`src/rtl/dmem_ctrl.sv`:
```
// Data-memory access controller: turns datapath load/store requests into a
// single-outstanding bus transaction, stalling the pipeline until the bus replies.
module dmem_ctrl #(
  parameter int unsigned TIMEOUT = 15,
  parameter logic [31:0] ERRDATA = 32'hDEADBEEF
) (
  input  logic        clk,
  input  logic        reset,
  input  logic        memread,
  input  logic        memwrite,
  input  logic [31:0] addr,
  input  logic [31:0] wdata,
  output logic [31:0] rdata,
  output logic        stall,
  output logic        misalign,
  output logic        timeout,
  output logic        bus_req,
  output logic        bus_we,
  output logic [31:0] bus_addr,
  output logic [31:0] bus_wdata,
  input  logic [31:0] bus_rdata,
  input  logic        bus_ack
);

  typedef enum logic [1:0] {IDLE, BUSY, DONE} state_t;

  localparam logic [7:0] CNT_LAST = 8'(TIMEOUT - 1);

  state_t      state_q, state_d;
  logic [7:0]  cnt_q, cnt_d;
  logic [31:0] rdata_q, rdata_d;
  logic [31:0] addr_q, addr_d;
  logic [31:0] wdata_q, wdata_d;
  logic        we_q, we_d;
  logic        misalign_q, misalign_d;
  logic        timeout_q, timeout_d;
  logic        access, aligned;

  assign access  = memread | memwrite;
  assign aligned = (addr[1:0] == 2'b00);

  always_comb begin
    state_d    = state_q;
    cnt_d      = cnt_q;
    rdata_d    = rdata_q;
    addr_d     = addr_q;
    wdata_d    = wdata_q;
    we_d       = we_q;
    timeout_d  = timeout_q;
    misalign_d = 1'b0;
    stall      = 1'b0;
    bus_req    = 1'b0;
    unique case (state_q)
      IDLE: begin
        if (access) begin
          if (aligned) begin
            state_d = BUSY;
            addr_d  = addr;
            wdata_d = wdata;
            we_d    = memwrite;
            cnt_d   = 8'd0;
            stall   = 1'b1;
          end else begin
            misalign_d = 1'b1;
          end
        end
      end
      BUSY: begin
        bus_req = 1'b1;
        stall   = 1'b1;
        // An ack arriving on the last allowed cycle still completes normally.
        if (bus_ack) begin
          if (!we_q) rdata_d = bus_rdata;
          state_d = DONE;
        end else if (cnt_q == CNT_LAST) begin
          if (!we_q) rdata_d = ERRDATA;
          timeout_d = 1'b1;
          state_d   = DONE;
        end else begin
          cnt_d = cnt_q + 8'd1;
        end
      end
      DONE: begin
        state_d = IDLE;
      end
      default: begin
        state_d = IDLE;
      end
    endcase
  end

  always_ff @(posedge clk) begin
    if (reset) begin
      state_q    <= IDLE;
      cnt_q      <= 8'd0;
      rdata_q    <= 32'd0;
      addr_q     <= 32'd0;
      wdata_q    <= 32'd0;
      we_q       <= 1'b0;
      misalign_q <= 1'b0;
      timeout_q  <= 1'b0;
    end else begin
      state_q    <= state_d;
      cnt_q      <= cnt_d;
      rdata_q    <= rdata_d;
      addr_q     <= addr_d;
      wdata_q    <= wdata_d;
      we_q       <= we_d;
      misalign_q <= misalign_d;
      timeout_q  <= timeout_d;
    end
  end

  assign rdata     = rdata_q;
  assign misalign  = misalign_q;
  assign timeout   = timeout_q;
  assign bus_we    = we_q;
  assign bus_addr  = addr_q;
  assign bus_wdata = wdata_q;

endmodule

```
`config.mk`:
```
export PLATFORM = sky130hd
export DESIGN_NAME = dmem_ctrl
export DESIGN_NICKNAME = d
export VERILOG_FILES = /design/src/rtl/dmem_ctrl.sv
export SDC_FILE = /design/constraint.sdc
export NUM_CORES = 1
export LEC_CHECK = 0
export CAP_MARGIN = 20
export CORE_ASPECT_RATIO = 0.7
export CORE_UTILIZATION = 41
export CTS_BUF_LIST = sky130_fd_sc_hd__clkbuf_8
export CTS_CLUSTER_SIZE = 24
export DETAILED_ROUTE_END_ITERATION = 8
export GPL_TIMING_DRIVEN = 0
export PLACE_DENSITY = 0.91
export SYNTH_ARGS = -nofsm -noshare
export SYNTH_HDL_FRONTEND = slang
export SYNTH_SLANG_ARGS = --single-unit
```
`constraint.sdc`:
```
create_clock -name clk -period 2.5 [get_ports clk]
set_clock_uncertainty 0.05 [all_clocks]
set_input_delay 0.75 -clock clk [delete_from_list [all_inputs] [get_ports clk]]
set_output_delay 0.75 -clock clk [all_outputs]
set_load 0.005 [all_outputs]
```
==> out/metrics.cfg <==
[critical_path]
critical_path_class=primary input to primary output
critPathCaptureType=primary output
startpoint=memwrite
worst_ep_arrival_time_ns=1.61
r2r-start=state_q[1]
cp-start-kind=primary input
cp_max_fo=3
required_ns=1.70
rrSetupSlack_ns=0.67
r2r_cells=5

[min_path]
hp-start=bus_wdata[13]
hold_class=register to register
worstHoldPathCells=2

[grt]
first_global_vias=4016
use_met1=0.270
grt_use_met3=0.0699
grt_pass1_wl_um=19100
grt.busiest_layer=met2
grt_antenna_before_repair=0
grt_max_degree=19
use_met2=0.432
grtUsageTotal=0.237
grt_overflow=0

[detailed_routing]
dr.pass1.iters=4
drtIter0Drc=160
ant_nets=0
drt_wl_total_um=12300
post_drt_wl_per_cell_um=15.5
drc=0
vias=4069
drt-vias-per-instance=5.16

[clocking]
h-tree-depth=3
cts_buffers=9
clk_path_buf_depth=2
cts.sinks=109
cts_tree=yes
path_clk_slew_ns=0.10
cts-root-buf=clkbuf_8
clk_latency_ns=0.37

[die]
dieArea_um2=10300
die_w_um=121
row_count=29
io_pins=202
fp.dieH_um=85.1
start_util=0.433
core_area_um2=9330

[cells_and_area]
diodes=0
finalInstanceArea_um2=6420
drive_above_1_share=0.114
instances_no_fill=789
nNetsFinal=763
area_growth_pct=59.0
final_util=0.689

[timing]
fin_setup_tns_ns=0
max_freq_ghz=0.415
fin_crit_sh=0.965
finalSetupViolations=0
finalHoldViolations=0
worst_slack_ns=0.0887
rsz0062_at_grt=no
finalMaxSlewViolations=0
fin_crit_ns=2.41
slew_headroom=0.575
worstMarginPinSlew_ns=0.633

[placement]
pre_cts_ws_ns=-1.04
numPortBuffers=200
place.gp.congestion=0.836
place_area_um2=6200
dp_cells=770
post-dp-hpwl_um=9310

[power_and_ir_drop]
p_leak_nw=2.33
power.density_nw_per_um2=523
peakVddDrop_mv=0.420

[synthesis]
yosys_warnings=0
syn_area_um2=4040
async_flop_share=0
synth_nets=549
synth_top_flop_cell=dfxtp_1
syn_inst=446
synth.ff_latch_count=109
synth_seq_area_share=0.540
syn_area_per_cell_um2=9.06
synth_edf_count=0
synth_cell_types=47

[flow_run]
drv_cap=0

[run_status]
status=complete, no violations

timing repair:
action | CTS | global route
endpoints found under the setup margin | 1 | 1
gates resized for setup | 12 | 1
pin swaps | 3 | 1
hold buffers | 0 | 0
buffers inserted | 4 | 0
through the flow:
stage               power (W)  hold WS, ns
finish                0.00336        0.410
CTS                   0.00339        0.412
global placement      0.00238        0.392
global route          0.00352        0.431
detailed placement    0.00239        0.397
floorplan             0.00205        0.403
worst max-delay path, cell delays in order:
cell and delay, ns:
dlygate4sd2_1 0.27, or2_4 0.27, nand3_4 0.07, buf_6 0.10
nand2_1 0.04, clkbuf_2 0.10
power by group:
part	leakage (nW)	switching, W	internal [W]
combinational	1.35	0.000205	0.000318
sequential	0.886	0.0000355	0.00180
clock	0.0958	0.000600	0.000399
cell families after synthesis:
| family | Yosys count | synth area share |
|---|---|---|
| adders and majority gates | 2 | 0.00619 |
| and+or+nand+nor | 173 | 0.195 |
| DFF | 109 | 0.540 |
| buffers and inverters | 35 | 0.0452 |
| AOI/OAI and AO/OA | 127 | 0.214 |
registers in the layout, summed over array words and instances (netlist names):
name	count
bus_we	1
state_q	2
cnt_q	8
misalign	1
timeout	1
bus_wdata	32
bus_addr	32
rdata	32
per-layer routing:
layer	wire length [um]	part of all wire
met1	5030	0.41
met2	6080	0.50
met3	955	0.078
met4	191	0.016
met5	0	0
cell type report:
type | instances | area [um2]
fill | 740 | 2900
sequential | 109 | 2180
timing repair buffer | 204 | 2020
multi-input combinational | 302 | 1690
buffer | 31 | 173
tap | 124 | 155
clock buffer | 10 | 138
clock inverter | 6 | 48.8
inverter | 3 | 11.3
synthesized netlist by cell type (2+ instances only):
library cell / n / share of area
o221a_2: 22 / 0.061
or2_2: 2 / 0.0031
buf_6: 2 / 0.0056
nand3_1: 13 / 0.016
o21ai_0: 13 / 0.016
and3_1: 4 / 0.0062
a21oi_1: 73 / 0.090
o31ai_1: 3 / 0.0056
nand4_1: 2 / 0.0031
nor2_1: 7 / 0.0065
dfxtp_1: 109 / 0.54
clkbuf_1: 15 / 0.014
a31oi_1: 2 / 0.0031
ha_1: 2 / 0.0062
o21a_1: 2 / 0.0037
buf_2: 8 / 0.0099
o221a_1: 2 / 0.0056
buf_4: 7 / 0.013
inv_1: 2 / 0.0019
nand2_1: 129 / 0.12
final timing paths:
check / to
setup / recovery: stall
hold / removal: bus_wdata[13]
setup reg to reg: rdata[26]
hold reg to reg: bus_wdata[13]
cells in the final DEF (no fill, tap or decap), types with 3 or more instances in the layout:
master,Yosys,final
clkinv_4,0,3
nor2_1,7,6
o31ai_1,3,3
a21oi_1,73,73
clkbuf_8,0,10
and3_1,4,4
buf_6,2,3
dlygate4sd2_1,0,4
o221a_2,22,22
buf_4,7,11
inv_1,2,3
buf_2,8,6
o21ai_0,13,13
nand2_1,129,129
clkbuf_1,15,15
clkdlybuf4s50_1,0,195
dfxtp_1,109,109
nand3_1,13,12
Note: power is estimated with default switching activity, not from simulation.
